==> config.mk <==
export PLATFORM = sky130hd
export DESIGN_NAME = regfile_sb_flat
export DESIGN_NICKNAME = d
export VERILOG_FILES = /design/src/rtl/regfile_sb_if.sv /design/src/rtl/regfile_sb.sv /design/src/flat_wrapper.sv
export SDC_FILE = /design/constraint.sdc
export NUM_CORES = 1
export LEC_CHECK = 0
export CAP_MARGIN = 20
export CORE_ASPECT_RATIO = 1.2
export CORE_MARGIN = 2
export CORE_UTILIZATION = 60
export DETAILED_ROUTE_END_ITERATION = 10
export HOLD_SLACK_MARGIN = 0.1
export PLACE_DENSITY = 0.82
export RECOVER_POWER = 50
export SYNTH_ARGS = -nofsm -noshare
export SYNTH_HDL_FRONTEND = slang
export SYNTH_SLANG_ARGS = --single-unit
==> constraint.sdc <==
create_clock -name clk -period 13.19 [get_ports clk]
set_clock_uncertainty 0.1 [all_clocks]
set_input_delay 1.319 -clock clk [delete_from_list [all_inputs] [get_ports clk]]
set_output_delay 1.319 -clock clk [all_outputs]
set_load 0.02 [all_outputs]
==> src/rtl/regfile_sb_if.sv <==
// Bus bundle for regfile_sb: read ports, issue/hazard handshake, write-back, flags.
// master = decode/execute side, slave = register file.
interface regfile_sb_if #(
    parameter int DATA_W = 16,
    parameter int ADDR_W = 4,
    parameter int FLAG_W = 2
);
    logic [ADDR_W-1:0]        rd1_addr;
    logic [ADDR_W-1:0]        rd2_addr;
    logic [DATA_W-1:0]        rd1_data;
    logic [DATA_W-1:0]        rd2_data;
    logic                     iss_valid;
    logic                     iss_use1;
    logic                     iss_use2;
    logic                     iss_wr;
    logic [ADDR_W-1:0]        iss_dst;
    logic                     stall;
    logic                     wb_en;
    logic [ADDR_W-1:0]        wb_addr;
    logic [DATA_W-1:0]        wb_data;
    logic                     flags_we;
    logic [FLAG_W-1:0]        flags_in;
    logic [FLAG_W-1:0]        flags;
    logic [(1<<ADDR_W)-1:0]   pending;
    logic                     wb_err;

    modport master (
        output rd1_addr, rd2_addr, iss_valid, iss_use1, iss_use2, iss_wr, iss_dst,
               wb_en, wb_addr, wb_data, flags_we, flags_in,
        input  rd1_data, rd2_data, stall, flags, pending, wb_err
    );

    modport slave (
        input  rd1_addr, rd2_addr, iss_valid, iss_use1, iss_use2, iss_wr, iss_dst,
               wb_en, wb_addr, wb_data, flags_we, flags_in,
        output rd1_data, rd2_data, stall, flags, pending, wb_err
    );
endinterface

==> src/rtl/regfile_sb.sv <==
// Register file with write-back scoreboard, RAW/WAW stall, flags and sticky wb_err.
// Optional REGFILE_BYPASS_EN: write-back data forwarded to reads and clears hazards same cycle.
module regfile_sb #(
    parameter int DATA_W   = 16,
    parameter int ADDR_W   = 4,
    parameter int FLAG_W   = 2,
    parameter bit ZERO_REG = 1'b0
) (
    input  logic         clk,
    input  logic         reset,
    regfile_sb_if.slave  bus
);
    localparam int DEPTH = 1 << ADDR_W;

    logic [DATA_W-1:0] regs_q [DEPTH];
    logic [DEPTH-1:0]  pending_q;
    logic [DEPTH-1:0]  pending_d;
    logic [FLAG_W-1:0] flags_q;
    logic [FLAG_W-1:0] flags_d;
    logic              wb_err_q;
    logic              wb_err_d;

    logic [DEPTH-1:0]  pend_eff_s;
    logic [DATA_W-1:0] rd1_s;
    logic [DATA_W-1:0] rd2_s;
    logic              raw_s;
    logic              waw_s;
    logic              stall_s;
    logic              accept_s;
    logic              wb_keep_s;

    function automatic logic is_zero_reg(input logic [ADDR_W-1:0] a);
        return (ZERO_REG == 1'b1) && (a == {ADDR_W{1'b0}});
    endfunction

    // Read muxes, including write-back forwarding and the hardwired zero register
    always_comb begin
        rd1_s = regs_q[bus.rd1_addr];
        rd2_s = regs_q[bus.rd2_addr];
`ifdef REGFILE_BYPASS_EN
        if (bus.wb_en && (bus.wb_addr == bus.rd1_addr)) begin
            rd1_s = bus.wb_data;
        end else begin
            rd1_s = regs_q[bus.rd1_addr];
        end
        if (bus.wb_en && (bus.wb_addr == bus.rd2_addr)) begin
            rd2_s = bus.wb_data;
        end else begin
            rd2_s = regs_q[bus.rd2_addr];
        end
`endif
        if (is_zero_reg(bus.rd1_addr)) begin
            rd1_s = {DATA_W{1'b0}};
        end else begin
            rd1_s = rd1_s;
        end
        if (is_zero_reg(bus.rd2_addr)) begin
            rd2_s = {DATA_W{1'b0}};
        end else begin
            rd2_s = rd2_s;
        end
    end

    // Hazard detection; with forwarding a register retiring this cycle no longer blocks
    always_comb begin
        pend_eff_s = pending_q;
`ifdef REGFILE_BYPASS_EN
        if (bus.wb_en) begin
            pend_eff_s[bus.wb_addr] = 1'b0;
        end else begin
            pend_eff_s = pending_q;
        end
`endif
        raw_s   = 1'b0;
        waw_s   = 1'b0;
        stall_s = 1'b0;
        if (bus.iss_valid) begin
            raw_s   = (bus.iss_use1 & pend_eff_s[bus.rd1_addr]) |
                      (bus.iss_use2 & pend_eff_s[bus.rd2_addr]);
            waw_s   = bus.iss_wr & pend_eff_s[bus.iss_dst];
            stall_s = raw_s | waw_s;
        end else begin
            stall_s = 1'b0;
        end
        accept_s  = bus.iss_valid & ~stall_s;
        wb_keep_s = bus.wb_en & ~is_zero_reg(bus.wb_addr);
    end

    // Scoreboard, error and flags next state; a new issue wins over a same-edge clear
    always_comb begin
        pending_d = pending_q;
        wb_err_d  = wb_err_q;
        flags_d   = flags_q;
        if (bus.wb_en) begin
            pending_d[bus.wb_addr] = 1'b0;
            if (!pending_q[bus.wb_addr] && !is_zero_reg(bus.wb_addr)) begin
                wb_err_d = 1'b1;
            end else begin
                wb_err_d = wb_err_q;
            end
        end else begin
            wb_err_d = wb_err_q;
        end
        if (accept_s && bus.iss_wr && !is_zero_reg(bus.iss_dst)) begin
            pending_d[bus.iss_dst] = 1'b1;
        end else begin
            pending_d = pending_d;
        end
        if (bus.flags_we) begin
            flags_d = bus.flags_in;
        end else begin
            flags_d = flags_q;
        end
    end

    // Register array storage
    always_ff @(posedge clk or posedge reset) begin
        if (reset) begin
            for (int i = 0; i < DEPTH; i++) begin
                regs_q[i] <= {DATA_W{1'b0}};
            end
        end else if (wb_keep_s) begin
            regs_q[bus.wb_addr] <= bus.wb_data;
        end
    end

    // Scoreboard, flags and sticky error state
    always_ff @(posedge clk or posedge reset) begin
        if (reset) begin
            pending_q <= {DEPTH{1'b0}};
            flags_q   <= {FLAG_W{1'b0}};
            wb_err_q  <= 1'b0;
        end else begin
            pending_q <= pending_d;
            flags_q   <= flags_d;
            wb_err_q  <= wb_err_d;
        end
    end

    assign bus.rd1_data = rd1_s;
    assign bus.rd2_data = rd2_s;
    assign bus.stall    = stall_s;
    assign bus.pending  = pending_q;
    assign bus.flags    = flags_q;
    assign bus.wb_err   = wb_err_q;

endmodule

==> src/flat_wrapper.sv <==
// flat-port wrapper written by rule: the top's interface ports become plain ports
module regfile_sb_flat 
#(
    parameter int DATA_W   = 16,
    parameter int ADDR_W   = 4,
    parameter int FLAG_W   = 2,
    parameter bit ZERO_REG = 1'b0
)
  (clk, reset, bus_rd1_addr, bus_rd2_addr, bus_iss_valid, bus_iss_use1, bus_iss_use2, bus_iss_wr, bus_iss_dst, bus_wb_en, bus_wb_addr, bus_wb_data, bus_flags_we, bus_flags_in, bus_rd1_data, bus_rd2_data, bus_stall, bus_flags, bus_pending, bus_wb_err);
  regfile_sb_if #(.DATA_W(DATA_W), .ADDR_W(ADDR_W), .FLAG_W(FLAG_W)) bus_i ();
  input  logic clk;
  input  logic reset;
  input wire logic [$bits(bus_i.rd1_addr)-1:0] bus_rd1_addr;
  input wire logic [$bits(bus_i.rd2_addr)-1:0] bus_rd2_addr;
  input wire logic [$bits(bus_i.iss_valid)-1:0] bus_iss_valid;
  input wire logic [$bits(bus_i.iss_use1)-1:0] bus_iss_use1;
  input wire logic [$bits(bus_i.iss_use2)-1:0] bus_iss_use2;
  input wire logic [$bits(bus_i.iss_wr)-1:0] bus_iss_wr;
  input wire logic [$bits(bus_i.iss_dst)-1:0] bus_iss_dst;
  input wire logic [$bits(bus_i.wb_en)-1:0] bus_wb_en;
  input wire logic [$bits(bus_i.wb_addr)-1:0] bus_wb_addr;
  input wire logic [$bits(bus_i.wb_data)-1:0] bus_wb_data;
  input wire logic [$bits(bus_i.flags_we)-1:0] bus_flags_we;
  input wire logic [$bits(bus_i.flags_in)-1:0] bus_flags_in;
  output wire logic [$bits(bus_i.rd1_data)-1:0] bus_rd1_data;
  output wire logic [$bits(bus_i.rd2_data)-1:0] bus_rd2_data;
  output wire logic [$bits(bus_i.stall)-1:0] bus_stall;
  output wire logic [$bits(bus_i.flags)-1:0] bus_flags;
  output wire logic [$bits(bus_i.pending)-1:0] bus_pending;
  output wire logic [$bits(bus_i.wb_err)-1:0] bus_wb_err;
  assign bus_i.rd1_addr = bus_rd1_addr;
  assign bus_i.rd2_addr = bus_rd2_addr;
  assign bus_i.iss_valid = bus_iss_valid;
  assign bus_i.iss_use1 = bus_iss_use1;
  assign bus_i.iss_use2 = bus_iss_use2;
  assign bus_i.iss_wr = bus_iss_wr;
  assign bus_i.iss_dst = bus_iss_dst;
  assign bus_i.wb_en = bus_wb_en;
  assign bus_i.wb_addr = bus_wb_addr;
  assign bus_i.wb_data = bus_wb_data;
  assign bus_i.flags_we = bus_flags_we;
  assign bus_i.flags_in = bus_flags_in;
  assign bus_rd1_data = bus_i.rd1_data;
  assign bus_rd2_data = bus_i.rd2_data;
  assign bus_stall = bus_i.stall;
  assign bus_flags = bus_i.flags;
  assign bus_pending = bus_i.pending;
  assign bus_wb_err = bus_i.wb_err;
  regfile_sb #(.DATA_W(DATA_W), .ADDR_W(ADDR_W), .FLAG_W(FLAG_W), .ZERO_REG(ZERO_REG)) u_core (.clk(clk), .reset(reset), .bus(bus_i));
endmodule
==> results.cfg, run 1 <==
[run]
max_cap_viol_count = 3

[floorplanning]
die_w_um = 147.8
start_util_pct = 60.73
die_h_um = 176.6
core-area_um2 = 24510
io_pins = 94
core.rowCount = 63
die_area_um2 = 26090

[yosys]
synth_area_per_cell_um2 = 16.25
synth_cell_types = 43
async_flop_share_pct = 100.0
syn_area_um2 = 14890
synthesis.nets = 958
ys_seq_area_share_pct = 46.23
yosysWarnings = 0
synth_edf_count = 0
synth_cells = 916
synth-main-ff-cell = dfrtp_1
yosys_register_bits = 275

[worst_setup_path]
critical-path-top-delay-family = buffers and inverters
critPathLaunchType = input pin
slowest_stage = clkinvlp_2
crit_required_ps = 13800
critPathMaxStageDelay_ps = 2870
worstPathArrival_ps = 6520
worst-setup-path-type = in2async
crit_chain = dlygate4sd3_1 -> clkinvlp_2 -> clkbuf_1 -> buf_16
worstSetupEndpointType = async pin
cp_max_fo = 118
path_buf_inv = 4

[cts]
ctsHoldBuffers = 0
h-tree-depth = 1
cts.reportedPaths.clkPinSlew_ps = 60
cts_buffers = 28
cts_resized = 0
cts.sinks = 275
clk_latency_ps = 540
cts.path.max_buffers = 3
cts_root_buf = clkbuf_16
cts_tree = done
cts_setup_buffers = 0

[timing]
setup_violations = 0
final-hold-violation-count = 0
period_minus_slack_ps = 5912
setup_slack_ps = 7278
worst_pin_slew_ps = 5182
max_slew_margin_pct = -247.4
max_freq_mhz = 169.1
fin_crit_sh_pct = 44.82
rsz0062_at_grt = no
fin_setup_tns_ps = 0
slew_viol_final = 166
whs_ps = 373.8

[power_and_ir_drop]
power_per_cell_area_nw_per_um2 = 163.3
power.total_mw = 2.801
vdd.ir_drop.worst_v = 0.0001110
p_leak_nw = 6.916

[global_route]
gr-total-overflow = 0
grt_pass1_wl_mm = 58.33
antenna_found_initial = 0
grt_pass1_vias = 9868
grt_usage_pct = 29.85
grt_max_degree = 119

[route]
firstDrtPassIters = 5
via_per_inst = 6.964
drt_wl_total_mm = 37.45
drtIter0Drc = 620
drc = 0
routedWlPerCell_um = 28.09
vias = 9283
detail-route-antenna-nets = 0

[cells_and_area]
nNetsFinal = 1028
antenna_cells = 0
drive_gt1_share_pct = 52.28
area_growth_syn_to_layout_pct = 15.20

[placed_design]
place_congestion = 0.8766
dpl.hpwl_mm = 20.93
dp_slack_ps = 7385
port_buffers = 93

[min_path]
hold_class = reg2reg

[outcome]
violations = max-capacitance violations, max-slew violations
outcome = finished, violations left
[path summary, 6_finish.rpt]
kind,startpoint,end,slack [ps],cells after the start
min in group asynchronous,reset,u_core.regs_q[38],2720,2
worst min-delay path,u_core.bus.wb_err,u_core.bus.wb_err,370,1
worst max-delay path,reset,u_core.regs_q[73],7280,4
max in group clk,bus_rd2_addr[0],bus_stall,7400,8
worst max register to register,u_core.bus.pending[6],u_core.bus.pending[6],10760,4
worst min register to register,u_core.bus.wb_err,u_core.bus.wb_err,370,1
[final cells by class]
type / count / area [µm²]
clock inverter: 12 / 187.7
sequential: 275 / 6882
multi-input combinational: 550 / 7660
clock buffer: 40 / 847.1
inverter: 14 / 53.80
timing repair buffer: 117 / 1114
fill: 1584 / 7365
tap: 325 / 406.6
[cells in the final DEF (no fill, tap or decap), types with 6 or more instances in the layout]
master and count:
buf_4 25, mux4_2 169, clkbuf_8 8, nand2_1 16
mux2_2 259, clkbuf_16 29, dfrtp_1 275, dlygate4sd3_1 22
clkdlybuf4s50_1 67, nor2b_1 6, inv_1 11, mux2i_1 14
nand3_1 9, nand2b_1 7, nor3_1 8, clkinv_2 6
[stage by stage]
step                std cells  utilization [%]  area, µm²
CTS                      1332            69.90      17140
finish                   1333            69.96      17150
detailed placement       1280            65.68      16100
global route             1333            69.96      17150
floorplan                 916                -      14890
global placement         1280            65.68      16100
[metal layers]
metal	GRT usage, %	share of wire (%)	vias to the layer above
li1	-	-	3759
met1	39.85	38	4964
met2	49.69	51	444
met3	4.729	7.0	116
met4	12.26	4.0	0
met5	0	0	-
[synth_stat cells, types with 2 or more instances]
library cell,instances,share of area (%)
inv_2,2,0.050
buf_4,12,0.61
o2111ai_1,3,0.18
o21ai_0,5,0.17
nor2b_1,6,0.25
a22oi_1,5,0.25
nand4_1,3,0.13
and3_1,2,0.084
clkbuf_1,29,0.73
dfrtp_1,275,46
nand2b_1,7,0.29
o22ai_1,3,0.13
nor4b_2,2,0.20
nand2_1,16,0.40
nand3_1,9,0.30
nor2_1,9,0.23
a32o_1,2,0.13
o32ai_1,4,0.24
nor3_2,4,0.27
mux4_2,169,26
mux2_2,259,20
mux2i_1,14,0.94
nand4b_1,2,0.12
buf_1,11,0.28
buf_2,25,0.84
o31ai_2,3,0.25
nor3_1,8,0.27
inv_1,12,0.30
[cell families (layout without fill, tap and decap cells)]
| kind of cell | count (synthesis) | count (layout) | synth area share [%] |
|---|---|---|---|
| and+or+nand+nor | 75 | 75 | 3.068 |
| AOI/OAI and AO/OA | 33 | 33 | 1.799 |
| muxes | 442 | 442 | 46.10 |
| buffers and inverters | 91 | 183 | 2.807 |
| DFF | 275 | 275 | 46.23 |
[flip-flops by register name (all words and copies together), names as in the netlist]
register	count
u_core.bus.pending	16
u_core.regs_q	256
u_core.bus.wb_err	1
u_core.bus.flags	2
[power by group]
group | internal (mW) | switching [mW]
Clock | 0.543 | 0.336
Sequential | 1.04 | 0.160
Combinational | 0.451 | 0.272
No activity file was read; power rests on OpenSTA's default activity.
==> run 2: changes to the inputs <==
==> constraint.sdc (replaced) <==
create_clock -name clk -period 5.9 [get_ports clk]
set_clock_uncertainty 0.1 [all_clocks]
set_input_delay 0.59 -clock clk [delete_from_list [all_inputs] [get_ports clk]]
set_output_delay 0.59 -clock clk [all_outputs]
set_load 0.02 [all_outputs]
==> run 2 against run 1 <==
Net effect: global-route usage down 0.28 points; combinational power increased by 120%; largest power group unchanged; non-clock buffer count rose by 2; core utilization grew 0.20 points; register-to-register slack lost 7200 ps; final area increased by 0.29%; the flow still finishes with violations (max-capacitance violations, max-slew violations); critical path depth is 2 higher.
==> results.cfg, run 2 (synthesis results as in run 1) <==
[timing]
period_minus_slack_ps = 4380
slew_viol_final = 55
fin_crit_sh_pct = 74.23
max_freq_mhz = 228.3
setup_violations = 0
max_slew_margin_pct = -37.85
fin_setup_tns_ps = 0
rsz0062_at_grt = no
final-hold-violation-count = 0
worst_pin_slew_ps = 2068

[cts]
ctsHoldBuffers = 0
cts_setup_buffers = 0
cts.path.max_buffers = 3
cts_resized = 0
cts_root_buf = clkbuf_16
cts_tree = done
clk_latency_ps = 550
cts.reportedPaths.clkPinSlew_ps = 60
cts.sinks = 275
cts_buffers = 28
h-tree-depth = 1

[power_and_ir_drop]
p_leak_nw = 6.921
vdd.ir_drop.worst_v = 0.0002569
power_per_cell_area_nw_per_um2 = 369.4

[worst_setup_path]
crit_path_end = bus_stall
critical-path-top-delay-family = buffers and inverters
reg2reg_depth = 4
path_depth = 6
worst-setup-path-type = in2out
r2r_slack_ps = 3530
crit_required_ps = 5210
crit_chain = clkdlybuf4s50_1 -> mux4_2 -> o2111ai_1 -> nand4_2 -> o21a_1 -> clkdlybuf4s50_1
worstPathArrival_ps = 3690
path_common_cell = clkdlybuf4s50_1
path_buf_inv = 2
worstSetupEndpointType = primary output
cp_max_fo = 15
critPathLaunchType = input pin
startpoint = bus_rd2_addr[2]
slowest_stage = clkdlybuf4s50_1
r2r_start = u_core.bus.pending[15]
critPathMaxStageDelay_ps = 1140
r2r_end = u_core.bus.pending[7]

[cells_and_area]
area_growth_syn_to_layout_pct = 15.54
largest_reg_flops = 256
drive_gt1_share_pct = 52.33
layout_commonest_cell = dfrtp_1
top_register = u_core.regs_q
design_area_um2 = 17200
nNetsFinal = 1030
layout_common_cells = dfrtp_1, mux2_2, mux4_2
antenna_cells = 0
fillers = 1622

[route]
firstDrtPassIters = 5
vias = 9257
drtIter0Drc = 766
via_per_inst = 6.939
drc = 0
drt_wl_total_mm = 37.23
routedWlPerCell_um = 27.91
detail-route-antenna-nets = 0

[placed_design]
place_congestion = 0.9111
port_buffers = 93
dpl.hpwl_mm = 21.24
place_area_um2 = 16170

[outcome]
violations = max-capacitance violations, max-slew violations
outcome = finished, violations left

[global_route]
grtUsageMet3_pct = 5.013
met1_usage_pct = 39.88
grt_max_degree = 154
gr-total-overflow = 0
grt.met2_usage_pct = 49.40
grt_pass1_wl_mm = 58.02
antenna_found_initial = 0
grt_pass1_vias = 9703
grt_usage_pct = 29.56
top_usage_layer = met2

[floorplanning]
io_pins = 94
die_area_um2 = 26090
die_h_um = 176.6
die_w_um = 147.8
start_util_pct = 60.73
core.rowCount = 63
core-area_um2 = 24510

[run]
max_cap_viol_count = 2

[min_path]
hold_class = reg2reg
==> run 2: stage by stage <==
stage	setup WS [ps]	power, mW	hold slack [ps]	utilization (%)	instances
5_1_grt	1270	6.597	393.1	70.16	1334
2_1_floorplan	1573	3.778	392.2	-	916
3_3_place_gp	1608	4.237	363.6	65.88	1282
6_report	1520	6.355	377.0	70.16	1334
3_5_place_dp	1583	4.317	369.7	65.96	1283
4_1_cts	1549	6.377	270.5	70.34	1334
==> run 2: area by class of cell <==
cell class | instances | area (µm²) | share of cell area, %
multi-input cells | 550 | 7645 | 44.45
flip-flops and latches | 275 | 6882 | 40.01
clock buffers | 31 | 753.2 | 4.379
inverters | 14 | 53.80 | 0.3128
well taps | 325 | 406.6 | 2.364
repair buffers | 119 | 1140 | 6.627
clock inverters | 20 | 320.3 | 1.862
==> run 2: per-layer routing <==
metal | part of all wire [%] | wire (µm)
met4 | 3.4 | 1277
met3 | 7.4 | 2747
met5 | 0 | 0
met2 | 51 | 18810
met1 | 39 | 14390
==> run 2: worst min-delay path by stage <==
stage	startpoint	end	slack, ps	cells after the start
floorplan	u_core.regs_q[144]	u_core.regs_q[144]	390	1
global placement	u_core.bus.wb_err	u_core.bus.wb_err	360	1
detailed placement	u_core.bus.wb_err	u_core.bus.wb_err	370	1
CTS	reset	u_core.regs_q[5]	270	2
global route	u_core.bus.wb_err	u_core.bus.wb_err	390	1
finish	u_core.bus.wb_err	u_core.bus.wb_err	380	1
==> run 2: power by group <==
group / total (mW) / leakage (nW) / switching, mW / internal (mW)
Combinational: 1.62 / 3.03 / 0.609 / 1.01
Sequential: 2.68 / 3.38 / 0.361 / 2.32
Clock: 2.05 / 0.513 / 0.783 / 1.27
==> run 3: changes to the inputs <==
==> constraint.sdc (replaced) <==
create_clock -name clk -period 4.2 [get_ports clk]
set_clock_uncertainty 0.1 [all_clocks]
set_input_delay 0.42 -clock clk [delete_from_list [all_inputs] [get_ports clk]]
set_output_delay 0.42 -clock clk [all_outputs]
set_load 0.02 [all_outputs]
==> run 3 against run 2 <==
Net effect: the run still ends with max-capacitance violations, max-slew violations left; global-route usage rose by 0.10 points; via count unchanged; clock power is 22% higher; critical path depth shrank 1; sequential cell count unchanged; final area decreased by 0.11%; first-iteration DRC count down 13%; worst setup slack lost 1000 ps; sequential share of layout area is essentially flat; non-clock buffer count increased by 14.
==> results.cfg, run 3 (synthesis results as in run 1) <==
[global_route]
grtUsageMet3_pct = 4.238
grt_max_degree = 86
grt_pass1_wl_mm = 58.25
gr-total-overflow = 0
grt.met2_usage_pct = 47.95
grt_usage_pct = 29.67
grt_pass1_vias = 9791
antenna_found_initial = 0
met1_usage_pct = 42.30
top_usage_layer = met2

[worst_setup_path]
crit_required_ps = 4520
crit_path_end = u_core.regs_q[201]
critPathLaunchType = input pin
startpoint = bus_wb_addr[0]
cp_max_fo = 17
r2r_slack_ps = 2040
worstPathArrival_ps = 4010
r2r_start = u_core.bus.pending[7]
worstSetupEndpointType = flip-flop
r2r_end = u_core.bus.pending[5]
worst-setup-path-type = in2reg
reg2reg_depth = 5

[timing]
final-hold-violation-count = 0
max_freq_mhz = 271.1
rsz0062_at_grt = no
max_slew_margin_pct = -20.19
period_minus_slack_ps = 3689
fin_crit_sh_pct = 87.83
slew_viol_final = 205
setup_violations = 0
worst_pin_slew_ps = 1803
fin_setup_tns_ps = 0

[route]
firstDrtPassIters = 4
drt_wl_total_mm = 36.93
via_per_inst = 6.888
vias = 9257
drtIter0Drc = 669
routedWlPerCell_um = 27.48
detail-route-antenna-nets = 0
drc = 0

[floorplanning]
die_area_um2 = 26090
io_pins = 94
die_h_um = 176.6
start_util_pct = 60.73
core-area_um2 = 24510
die_w_um = 147.8
core.rowCount = 63

[cells_and_area]
nNetsFinal = 1044
largest_reg_flops = 256
layout_commonest_cell = dfrtp_1
layout_common_cells = dfrtp_1, mux2_2, mux4_2
antenna_cells = 0
top_register = u_core.regs_q
design_area_um2 = 17180
drive_gt1_share_pct = 51.72
final_core_util_pct = 70.09
area_growth_syn_to_layout_pct = 15.41

[outcome]
violations = max-capacitance violations, max-slew violations
outcome = finished, violations left

[cts]
cts.reportedPaths.clkPinSlew_ps = 60
cts_resized = 0
cts.sinks = 275
clk_latency_ps = 540
cts_tree = done
cts.path.max_buffers = 3
cts_root_buf = clkbuf_16
cts_buffers = 28
ctsHoldBuffers = 0
h-tree-depth = 1
cts_setup_buffers = 0

[run]
max_cap_viol_count = 6

[power_and_ir_drop]
internal_power_mw = 6.179
pwr-share-comb_pct = 26.8
seqPwrFrac_pct = 44.0
power_per_cell_area_nw_per_um2 = 498.1
p_leak_nw = 6.901
vdd.ir_drop.worst_v = 0.0004459
power.total_mw = 8.559
power.switching_mw = 2.380
p_sw_share_pct = 27.81
pwr-share-clk_pct = 29.2

[placed_design]
dpl.hpwl_mm = 22.85
port_buffers = 93
place_congestion = 0.8727
place_area_um2 = 16350

[min_path]
hold_class = reg2reg
## run 3: stage by stage
step	setup slack, ps	hold WS [ps]	instances
floorplan	42.62	392.2	916
global placement	805.2	370.8	1297
detailed placement	730.9	369.7	1297
CTS	731.2	277.0	1344
global route	459.8	375.7	1344
finish	511.0	373.3	1344
## run 3: area by class of cell
type                       instances  area (µm²)
multi-input combinational        550        7622
fill                            1584        7333
sequential                       275        6882
timing repair buffer             133        1309
clock buffer                      39       782.0
tap                              325       406.6
clock inverter                     8       126.4
inverter                          14       53.80
## run 3: power groups by stage
| stage | registers (mW) | clock network [mW] | logic, mW |
|---|---|---|---|
| global placement | 3.73 | 0 | 2.25 |
| detailed placement | 3.79 | 0 | 2.30 |
| global route | 3.84 | 2.65 | 2.43 |
| CTS | 3.75 | 2.53 | 2.32 |
| floorplan | 3.65 | 0 | 1.66 |
| finish | 3.77 | 2.50 | 2.29 |
## run 3: critical path, cell delays in order
cell and delay (ps):
dlygate4sd3_1 520, clkbuf_1 850, nor4b_1 1330, buf_4 490, mux2_2 380
## run 3: routing by layer
layer | vias to the layer above | share of wire (%)
met5 | - | 0
met4 | 0 | 3.2
met3 | 87 | 6.3
met2 | 380 | 50
met1 | 4996 | 41
li1 | 3794 | -
## run 3: how the worst min path moves through the flow
stage	from	to	slack (ps)	cells after the start
global placement	u_core.bus.wb_err	u_core.bus.wb_err	370	1
floorplan	u_core.regs_q[144]	u_core.regs_q[144]	390	1
finish	u_core.bus.wb_err	u_core.bus.wb_err	370	1
detailed placement	u_core.bus.wb_err	u_core.bus.wb_err	370	1
global route	bus_flags_in[0]	u_core.bus.flags[0]	380	2
CTS	reset	u_core.regs_q[165]	280	2
